===== src/rtl/stopwatch_controller_if.sv =====
// Pulse inputs and display/status outputs of the stopwatch controller,
// bundled so the controller and its driver share one connection point.
interface stopwatch_controller_if #(
    parameter int WIDTH = 16
);
    logic             start_stop;
    logic             lap;
    logic             clear;
    logic [WIDTH-1:0] count;
    logic [WIDTH-1:0] display;
    logic             running;
    logic             lap_active;
    logic             overflow;

    // Side that issues the control pulses and watches the outputs
    modport master (
        output start_stop, lap, clear,
        input  count, display, running, lap_active, overflow
    );

    // Side implemented by the controller itself
    modport slave (
        input  start_stop, lap, clear,
        output count, display, running, lap_active, overflow
    );
endinterface


===== src/rtl/stopwatch_controller.sv =====
// Stopwatch sequencing controller: run/pause/lap/clear FSM, count-enable
// prescaler, modulo count register and lap-snapshot display selection.
module stopwatch_controller #(
    parameter int WIDTH     = 16,
    parameter int TICK_DIV  = 50000,
    parameter int MAX_COUNT = 9999
) (
    input logic                   clock,
    input logic                   reset,
    stopwatch_controller_if.slave bus
);
    localparam int               PW         = (TICK_DIV > 1) ? $clog2(TICK_DIV) : 1;
    localparam logic [PW-1:0]    PRESC_LAST = PW'(TICK_DIV - 1);
    localparam logic [WIDTH-1:0] COUNT_LAST = WIDTH'(MAX_COUNT);

    typedef enum logic [1:0] {
        IDLE    = 2'd0,
        RUN     = 2'd1,
        RUN_LAP = 2'd2,
        PAUSED  = 2'd3
    } state_t;

    state_t           state_q, state_d;
    logic [WIDTH-1:0] count_q, count_d;
    logic [WIDTH-1:0] snap_q, snap_d;
    logic [PW-1:0]    presc_q, presc_d;
    logic             overflow_q, overflow_d;
    logic             advance;
    logic             tick;

    // Prescaler terminal value: enables a count step on this edge when advancing
    assign tick = (presc_q == PRESC_LAST);

    // Next-state: pulse priority clear > start_stop > lap, only legal pulses act
    always_comb begin
        state_d    = state_q;
        count_d    = count_q;
        snap_d     = snap_q;
        presc_d    = presc_q;
        overflow_d = 1'b0;
        advance    = 1'b0;

        case (state_q)
            IDLE: begin
                if (bus.start_stop) begin
                    state_d = RUN;
                    presc_d = '0;
                end
            end
            RUN: begin
                // A pausing edge freezes prescaler and count, even on a tick
                if (bus.start_stop) begin
                    state_d = PAUSED;
                end else begin
                    advance = 1'b1;
                    if (bus.lap) begin
                        state_d = RUN_LAP;
                        snap_d  = count_q;
                    end
                end
            end
            RUN_LAP: begin
                if (bus.start_stop) begin
                    state_d = PAUSED;
                end else begin
                    advance = 1'b1;
                    if (bus.lap) begin
                        state_d = RUN;
                    end
                end
            end
            PAUSED: begin
                if (bus.clear) begin
                    state_d = IDLE;
                    count_d = '0;
                    presc_d = '0;
                    snap_d  = '0;
                end else if (bus.start_stop) begin
                    state_d = RUN;
                end
            end
            default: begin
                state_d = IDLE;
            end
        endcase

        if (advance) begin
            if (tick) begin
                presc_d = '0;
                if (count_q == COUNT_LAST) begin
                    count_d    = '0;
                    overflow_d = 1'b1;
                end else begin
                    count_d = count_q + 1'b1;
                end
            end else begin
                presc_d = presc_q + 1'b1;
            end
        end
    end

    // State and datapath registers with synchronous active-low reset
    always_ff @(posedge clock) begin
        if (!reset) begin
            state_q    <= IDLE;
            count_q    <= '0;
            snap_q     <= '0;
            presc_q    <= '0;
            overflow_q <= 1'b0;
        end else begin
            state_q    <= state_d;
            count_q    <= count_d;
            snap_q     <= snap_d;
            presc_q    <= presc_d;
            overflow_q <= overflow_d;
        end
    end

    assign bus.count      = count_q;
    assign bus.display    = (state_q == RUN_LAP) ? snap_q : count_q;
    assign bus.running    = (state_q == RUN) || (state_q == RUN_LAP);
    assign bus.lap_active = (state_q == RUN_LAP);
    assign bus.overflow   = overflow_q;
endmodule


===== src/flat_wrapper.sv =====
// flat-port wrapper written by rule: the top's interface ports become plain ports
module stopwatch_controller_flat 
#(
    parameter int WIDTH     = 16,
    parameter int TICK_DIV  = 50000,
    parameter int MAX_COUNT = 9999
)
  (clock, reset, bus_start_stop, bus_lap, bus_clear, bus_count, bus_display, bus_running, bus_lap_active, bus_overflow);
  stopwatch_controller_if #(.WIDTH(WIDTH)) bus_i ();
  input logic clock;
  input logic reset;
  input wire logic [$bits(bus_i.start_stop)-1:0] bus_start_stop;
  input wire logic [$bits(bus_i.lap)-1:0] bus_lap;
  input wire logic [$bits(bus_i.clear)-1:0] bus_clear;
  output wire logic [$bits(bus_i.count)-1:0] bus_count;
  output wire logic [$bits(bus_i.display)-1:0] bus_display;
  output wire logic [$bits(bus_i.running)-1:0] bus_running;
  output wire logic [$bits(bus_i.lap_active)-1:0] bus_lap_active;
  output wire logic [$bits(bus_i.overflow)-1:0] bus_overflow;
  assign bus_i.start_stop = bus_start_stop;
  assign bus_i.lap = bus_lap;
  assign bus_i.clear = bus_clear;
  assign bus_count = bus_i.count;
  assign bus_display = bus_i.display;
  assign bus_running = bus_i.running;
  assign bus_lap_active = bus_i.lap_active;
  assign bus_overflow = bus_i.overflow;
  stopwatch_controller #(.WIDTH(WIDTH), .TICK_DIV(TICK_DIV), .MAX_COUNT(MAX_COUNT)) u_core (.clock(clock), .reset(reset), .bus(bus_i));
endmodule

===== config.mk =====
export PLATFORM = sky130hd
export DESIGN_NAME = stopwatch_controller_flat
export DESIGN_NICKNAME = d
export VERILOG_FILES = /design/src/rtl/stopwatch_controller_if.sv /design/src/rtl/stopwatch_controller.sv /design/src/flat_wrapper.sv
export SDC_FILE = /design/constraint.sdc
export NUM_CORES = 1
export LEC_CHECK = 0
export BUFFER_PORTS_ARGS = -buffer_cell sky130_fd_sc_hd__buf_2
export CORE_MARGIN = 10
export CORE_UTILIZATION = 57
export CTS_CLUSTER_DIAMETER = 60
export DETAILED_ROUTE_END_ITERATION = 10
export PLACE_DENSITY_LB_ADDON = 0.2
export SLEW_MARGIN = 10
export SYNTH_ARGS = -nofsm -noshare
export SYNTH_HDL_FRONTEND = slang
export SYNTH_SLANG_ARGS = --single-unit

===== constraint.sdc =====
create_clock -name clock -period 2.4 [get_ports clock]
set_input_delay 0.48 -clock clock [delete_from_list [all_inputs] [get_ports clock]]
set_output_delay 0.48 -clock clock [all_outputs]
set_load 0.03 [all_outputs]

==> out/metrics.yaml, run 1 <==
power:
  seqPwrFrac_pct: 52.8
  internal_power_uw: 1230
  power.switching_uw: 382
  p_comb_share_pct: 8.5
  p_sw_share_pct: 23.6
  powerDensity_nw_per_um2: 510
  leakagePower_uw: 0.00120
  p_clk_share_pct: 38.7
  peakVddDrop_uv: 281
route:
  drtPass1Iterations: 4
  wire_per_inst_um: 15.3
  routed-via-count: 2586
  avgViaCountPerCell: 5.96
  ant_nets: 0
  wl_um: 6630
  drcViolationCount: 0
  drt-initial-drc-count: 120
worst_hold_path:
  hold-path-endpoint: "u_core.snap_q[9]"
  hp-start: "u_core.snap_q[9]"
  worstHoldPathType: "reg -> reg"
  hold_depth: 2
sta:
  holdWs_ns: 0.454
  fin_crit_ns: 2.25
  hold_viol: 0
  worst_pin_slew_ns: 0.511
  period_share_pct: 93.9
  tns_ns: 0
  relSlewSlack_pct: 65.8
  setup_viol: 0
  finalClockSkew_ns: 0.00579
  drv_slew: 0
  rsz0062_at_grt: "false"
  fmax_mhz: 444
synthesis:
  synth-edff-count: 0
  syn_inst: 333
  synthArstFlopShare_pct: 0
  synth_top_area_share_pct: 37.5
  synth_top_area_cell: "dfxtp_1"
  syn_area_per_cell_um2: 8.18
  synth_flop_cell: "dfxtp_1"
  ys_top_cells_by_count: "dfxtp_1, nand2_1, a21oi_1"
  synth_area_um2: 2730
  synth_warnings: 0
  seq_area_frac_synth_pct: 37.5
  synthTopCellsByArea: "dfxtp_1, a21oi_1, nand2_1, mux2_2, nand3_1"
  synth_seq_cells: 51
  synth_fp_nets: 345
  ys_types: 48
  synth.most_common_cell: "dfxtp_1"
global_route:
  overflow: 0
  grtUsageTotal_pct: 17.6
  antenna_found_initial: 0
  grt_max_degree: 28
  grt_pass1_wl_um: 11400
  grt_pass1_vias: 2401
critical_path:
  rr_startpoint: "u_core.state_q[1]"
  slowest_stage: "or4_4"
  r2r_slack_ns: 0.15
  r2r-end: "u_core.bus.count[7]"
  worstPathRequired_ns: 2.65
  worstPathCellList: "inv_1 > ha_2 > nor2b_1 > nand2_1 > or4_4 > or3_1 > o21ai_2"
  cp_data_arrival_time_ns: 2.50
  cpPeakStageDelay_ns: 0.55
  path_buf_inv: 1
  crit_family: "simple AND/OR/NAND/NOR gates"
  rr_worst_depth: 7
  critPathKind: "reg -> reg"
  worstPathMaxFanout: 7
  critPathLaunchType: "flip-flop"
  end_kind: "flip-flop"
die:
  core-area_um2: 4690
  row_count: 25
  dieArea_um2: 7950
  initial_core_util_pct: 58.1
  die_w_um: 89.1
  io_pins: 40
  dieHeight_um: 89.1
placement:
  dp_cells: 426
  place_area_um2: 3050
  place.gp.congestion: 0.896
  dp_hpwl_um: 4870
  io_buffers: 39
flow_run:
  maxCapViolCount: 0
clock_tree:
  cts_buffers: 5
  h-tree-depth: 2
  numClockSinks: 51
  cts_setup_buffers: 0
  path_clk_slew_ns: 0.09
  cts_tree: "done"
  clk_path_buf_depth: 2
  clk_latency_ns: 0.31
  root_buffer: "clkbuf_8"
outcome:
  status: "finished, final reports clean"
final_layout:
  num_antenna_cells: 0
  stdcell_count: 434
  final_area_um2: 3170
  drive_gt1_share_pct: 22.9
  syn2layout_area_growth_pct: 16.3
  final.fill_count: 402
  fin_util_pct: 67.5
  finalNetCount: 391
-- power by group through the flow --
stage	logic [uW]	clock network, uW	registers [uW]
final	138	625	853
after global routing	152	678	854
after CTS	138	633	853
after detailed placement	137	0	873
after global placement	137	0	872
after floorplan	95.3	0	872
-- metal layers --
layer,vias up,GRT usage [%],share of wire [%]
met5,-,0,0
met4,0,5.64,1.7
met3,9,3.37,3.2
met2,48,29.6,51
met1,1231,22.1,44
li1,1298,-,-
-- repair_timing --
item | CTS | global route
hold buffers | 0 | 0
setup endpoints to repair | 0 | 3
gates resized for setup | 0 | 1
-- registers in the layout, summed over array words and instances, names as in the netlist --
register and count:
u_core.bus.count 16, u_core.bus.overflow 1, u_core.presc_q 16, u_core.snap_q 16, u_core.state_q 2
-- area by class of cell --
class	instances	area, um2	share of cell area (%)
clock buffer	6	82.6	2.61
clock inverter	2	35.0	1.11
inverter	12	45.0	1.42
multi-input combinational	254	1600	50.6
sequential	51	1020	32.2
tap	54	67.6	2.13
timing repair buffer	55	315	9.95
-- worst min-delay path, cell delays in order (launching register included) --
cell and delay [ns]:
dfxtp_1 0.32, nand2_1 0.05, a21oi_1 0.05
-- stage by stage --
stage	total power (uW)	worst slack, ns
floorplan	967	0.0398
global placement	1010	0.123
detailed placement	1010	0.0749
CTS	1620	0.0487
global route	1680	0.00221
finish	1620	0.145
-- kinds of logic after synthesis --
family                   synth area share [%]
XOR/XNOR                                 2.57
buffers and inverters                    3.95
AND/OR/NAND/NOR                          29.8
multiplexers                             6.80
flip-flops                               37.5
adder cells (fa/ha/maj)                  3.21
AO/OA/AOI/OAI                            16.3
-- layout by cell type, fill, tap and decap left out, types with 12 or more instances in the layout --
cell,count
nand2_1,44
buf_4,16
nor2_1,15
dfxtp_1,51
nand3_1,22
buf_2,39
a21oi_1,34
o21ai_0,19
mux2_2,12
-- worst max-delay path by stage --
stage | startpoint | to | slack [ns] | cells after the start
2_1_floorplan | u_core.state_q[0] | u_core.bus.count[7] | 0.04 | 8
3_3_place_gp | u_core.state_q[0] | u_core.bus.count[13] | 0.12 | 7
3_5_place_dp | u_core.state_q[1] | u_core.bus.count[13] | 0.07 | 7
4_1_cts | u_core.state_q[1] | u_core.bus.count[13] | 0.05 | 7
5_1_grt | u_core.state_q[1] | u_core.bus.count[7] | 0.002 | 7
6_report | u_core.state_q[1] | u_core.bus.count[7] | 0.15 | 7
Power figures use the tool's default switching activity.
==> run 2, diff against run 1 <==
Settings changed: PLACE_DENSITY_LB_ADDON 0.2 to 0.12.
==> out/metrics.yaml, run 2 (same netlist as run 1, synthesis figures left out) <==
global_route:
  overflow: 0  # unchanged
  grt_pass1_wl_um: 11400  # +0.25%
  grtUsageTotal_pct: 17.9  # +0.24 points
  grt_pass1_vias: 2368  # -1.4%
  antenna_found_initial: 0  # unchanged
  grt_max_degree: 28  # unchanged
final_layout:
  syn2layout_area_growth_pct: 14.6
  stdcell_count: 432  # -0.46%
  finalNetCount: 389  # -0.51%
  drive_gt1_share_pct: 22.5  # -0.41 points
  mostFrequentLayoutCells: "dfxtp_1, nand2_1, buf_2"
  num_antenna_cells: 0  # unchanged
  final_common_cell: "dfxtp_1"
  fin_util_pct: 66.6  # -0.96 points
sta:
  period_share_pct: 94.2  # +0.22 points
  tns_ns: 0  # unchanged
  fmax_mhz: 443  # -0.23%
  drv_slew: 0  # unchanged
  fin_crit_ns: 2.26  # +0.00519 ns
  hold_viol: 0  # unchanged
  rsz0062_at_grt: "false"
  worst_pin_slew_ns: 0.925  # +0.414 ns
  relSlewSlack_pct: 37.5  # -28 points
  finalClockSkew_ns: 0.00701  # +0.00122 ns
  setup_viol: 0  # unchanged
  holdWs_ns: 0.456  # +0.00166 ns
route:
  drt-initial-drc-count: 224  # +87%
  drcViolationCount: 0  # unchanged
  ant_nets: 0  # unchanged
  avgViaCountPerCell: 5.93  # -0.51%
  drtPass1Iterations: 5  # +1
  routed-via-count: 2561  # -0.97%
  wl_um: 6830  # +3.0%
  wire_per_inst_um: 15.8  # +3.5%
die:
  initial_core_util_pct: 58.1  # unchanged
  dieArea_um2: 7950  # unchanged
  die_w_um: 89.1  # unchanged
  row_count: 25  # unchanged
  io_pins: 40  # unchanged
  core-area_um2: 4690  # unchanged
  dieHeight_um: 89.1  # unchanged
critical_path:
  worstPathMaxFanout: 25  # +18
  cp_data_arrival_time_ns: 1.78  # -0.72 ns
  worstPathCellList: "inv_1 > ha_1 > buf_4 > mux2_2 > buf_2"
  cpPeakStageDelay_ns: 0.38  # -0.17 ns
  end_kind: "output port"
  crit_family: "buffers and inverters"
  worstPathRequired_ns: 1.92  # -0.73 ns
  critPathKind: "reg -> out"
  slowest_stage: "mux2_2"
  critPathLaunchType: "flip-flop"
  path_buf_inv: 3  # +2
clock_tree:
  h-tree-depth: 2  # unchanged
  cts_setup_buffers: 0  # unchanged
  clk_latency_ns: 0.30  # about the same
  path_clk_slew_ns: 0.09  # about the same
  post_cts_resized: 0  # unchanged
  numClockSinks: 51  # unchanged
  cts_buffers: 5  # unchanged
  cts_tree: "done"
  postCtsHoldBufs: 0  # unchanged
  clk_path_buf_depth: 2  # unchanged
  root_buffer: "clkbuf_8"
flow_run:
  maxCapViolCount: 0  # unchanged
worst_hold_path:
  worstHoldPathType: "reg -> reg"
placement:
  dp_hpwl_um: 4980  # +2.3%
  dp_cells: 424  # -0.47%
  place.gp.congestion: 0.857  # -4.4%
  io_buffers: 39  # unchanged
power:
  powerDensity_nw_per_um2: 475  # -6.8%
  p_total_uw: 1480  # -8.1%
  leakagePower_uw: 0.00117  # -2.4%
  peakVddDrop_uv: 313  # +11%
outcome:
  status: "finished, final reports clean"
==> run 2: cell count changes in the layout (fill, tap and decap cells not counted), sizes merged <==
cell / before / now
buf: 55 / 53
bufinv: 1 / 0
clkinvlp: 0 / 1
==> run 2: final timing paths <==
check	start	to	slack [ns]	depth (start not counted)
min reg2reg	u_core.snap_q[13]	u_core.snap_q[13]	0.46	2
max	u_core.state_q[0]	bus_display[2]	0.14	5
min	u_core.snap_q[13]	u_core.snap_q[13]	0.46	2
max reg2reg	u_core.state_q[0]	u_core.bus.count[13]	0.18	7
==> run 2: through the flow <==
stage / instance area, um2 / worst slack [ns]
after floorplan: 2730 / 0.0398
after global placement: 3030 / 0.119
after detailed placement: 3030 / 0.0670
after CTS: 3120 / 0.0256
after global routing: 3120 / 0.0373
final: 3120 / 0.140
==> run 2: routing by layer <==
layer,up-vias,track usage (%),wire length (um)
met5,-,0,0
met4,0,4.19,67
met3,6,4.47,290
met2,58,31.4,3460
met1,1195,21.3,3020
li1,1302,-,-
==> run 2: area by class of cell <==
class	instances	area, um2
Timing Repair Buffer	53	300
Multi-Input combinational cell	254	1610
Sequential cell	51	1020
Inverter	12	45.0
Fill cell	411	1570
Clock inverter	2	12.5
Tap cell	54	67.6
Clock buffer	6	72.6
==> run 2: power by group <==
part	internal (uW)	total (uW)	switching [uW]	leakage, uW
logic	45.5	137	92.0	0.000723
clock network	205	494	289	0.0000412
registers	849	853	3.71	0.000411
total	1100	1480	385	0.00117
==> run 2: tightest hold or removal path: cells and delay by family, from the launching register on <==
kind               cells  cell delay (ns)
and+or+nand+nor        1             0.05
AOI/OAI and AO/OA      1             0.05
DFF                    1             0.32
==> run 3, diff against run 2 <==
Settings changed: CORE_MARGIN 10 to 2.
==> out/metrics.yaml, run 3 (same netlist as run 1, synthesis figures left out) <==
sta:
  finalClockSkew_ns: 0.0103  # +0.00324 ns
  setup_viol: 0  # unchanged
  fin_crit_ns: 2.27  # +0.00592 ns
  relSlewSlack_pct: 60.8  # +23 points
  drv_slew: 0  # unchanged
  fmax_mhz: 441  # -0.26%
  fin_ws_ns: 0.134  # -0.00592 ns
  tns_ns: 0  # unchanged
  period_share_pct: 94.4  # +0.25 points
  worst_pin_slew_ns: 0.586  # -0.339 ns
  rsz0062_at_grt: "false"
  hold_viol: 0  # unchanged
final_layout:
  stdcell_count: 435  # +0.69%
  finalNetCount: 392  # +0.77%
  num_antenna_cells: 0  # unchanged
  syn2layout_area_growth_pct: 16.9
  fin_util_pct: 68.4  # +1.8 points
  final_area_um2: 3190  # +2.0%
  final_common_cell: "dfxtp_1"
  drive_gt1_share_pct: 23.4  # +0.87 points
  mostFrequentLayoutCells: "dfxtp_1, nand2_1, buf_2"
die:
  io_pins: 40  # unchanged
  dieHeight_um: 73.1  # -18%
  dieArea_um2: 5350  # -33%
  initial_core_util_pct: 58.5  # +0.39 points
  die_w_um: 73.1  # -18%
  core-area_um2: 4660  # -0.67%
  row_count: 25  # unchanged
outcome:
  status: "finished, final reports clean"
placement:
  place.gp.congestion: 0.878  # +2.5%
  place_ws_ns: 0.0376  # -0.0294 ns
  place_area_um2: 3070  # +1.2%
  dp_cells: 427  # +0.71%
  io_buffers: 39  # unchanged
  dp_hpwl_um: 4800  # -3.8%
route:
  routed-via-count: 2648  # +3.4%
  drcViolationCount: 0  # unchanged
  avgViaCountPerCell: 6.09  # +2.7%
  ant_nets: 0  # unchanged
  wire_per_inst_um: 15.3  # -3.3%
  wl_um: 6660  # -2.6%
  drtPass1Iterations: 5  # unchanged
  drt-initial-drc-count: 153  # -32%
worst_hold_path:
  hold_depth: 2  # unchanged
  worstHoldPathType: "reg -> reg"
  hp-start: "u_core.snap_q[3]"
  hold-path-endpoint: "u_core.snap_q[3]"
clock_tree:
  root_buffer: "clkbuf_8"
  postCtsHoldBufs: 0  # unchanged
  numClockSinks: 51  # unchanged
  h-tree-depth: 2  # unchanged
  clk_latency_ns: 0.31  # about the same
  path_clk_slew_ns: 0.10  # about the same
  cts_tree: "done"
  clk_path_buf_depth: 2  # unchanged
  cts_buffers: 5  # unchanged
power:
  peakVddDrop_uv: 340  # +8.5%
  leakagePower_uw: 0.00121  # +3.0%
  powerDensity_nw_per_um2: 500  # +5.3%
global_route:
  grt_max_degree: 28  # unchanged
  antenna_found_initial: 0  # unchanged
  grt_pass1_wl_um: 11100  # -3.0%
  overflow: 0  # unchanged
  grtUsageTotal_pct: 26.4  # +8.5 points
  grt_pass1_vias: 2417  # +2.1%
critical_path:
  critPathLaunchType: "flip-flop"
  critPathKind: "reg -> out"
  rr_startpoint: "u_core.state_q[0]"
  end_kind: "output port"
  rr_worst_depth: 7  # unchanged
  worstPathMaxFanout: 26  # +4.0%
  worstPathRequired_ns: 1.92  # about the same
  setup.worst_path.start: "u_core.state_q[0]"
  r2r-end: "u_core.bus.count[13]"
  r2r_slack_ns: 0.15  # -0.03 ns
  cp_data_arrival_time_ns: 1.79  # about the same
flow_run:
  maxCapViolCount: 0  # unchanged
[run 3: per-stage QoR]
stage	hold WS, ns	total power, uW
floorplan	0.428	967
global placement	0.434	1010
detailed placement	0.443	1010
CTS	0.455	1610
global route	0.462	1660
finish	0.457	1590
[run 3: power breakdown]
part | switching [uW] | leakage [uW] | internal, uW | total, uW
logic | 93.6 | 0.000741 | 50.0 | 144
registers | 3.80 | 0.000411 | 849 | 853
clock network | 287 | 0.0000581 | 311 | 598
[run 3: worst max-delay path by stage]
stage / slack, ns / to / cells past startpoint
after floorplan: 0.04 / u_core.bus.count[7] / 8
after global placement: 0.11 / u_core.bus.count[7] / 7
after detailed placement: 0.04 / u_core.bus.count[13] / 7
after CTS: 0.009 / u_core.bus.count[7] / 7
after global routing: 0.06 / u_core.bus.count[13] / 7
final: 0.13 / bus_display[5] / 5
[run 3: critical path, cell delays in order, from the launching register on]
cell	delay (ns)
dfxtp_1	0.35
inv_1	0.12
ha_1	0.16
buf_4	0.28
mux2_2	0.38
buf_2	0.18
[run 3: area by class of cell]
class	instances	area, um2
repair buffers	56	335
fillers	404	1470
clock buffers	5	68.8
flip-flops and latches	51	1020
inverters	12	45.0
clock inverters	3	43.8
well taps	54	67.6
multi-input cells	254	1610
[run 3: layer usage]
metal,part of all wire [%],track usage (%),vias to the layer above,routed length (um)
met2,51,45.8,65,3360
met5,0,0,-,0
met1,44,31.9,1264,2910
met4,1.9,10.5,0,127
met3,3.8,4.70,10,251
li1,-,-,1309,-
[run 3: repair_timing]
action / in CTS / in global routing
endpoints found under the setup margin: 0 / 4
hold endpoints to repair: 0 / 0
gates resized for setup: 0 / 2
buffers inserted: 0 / 0
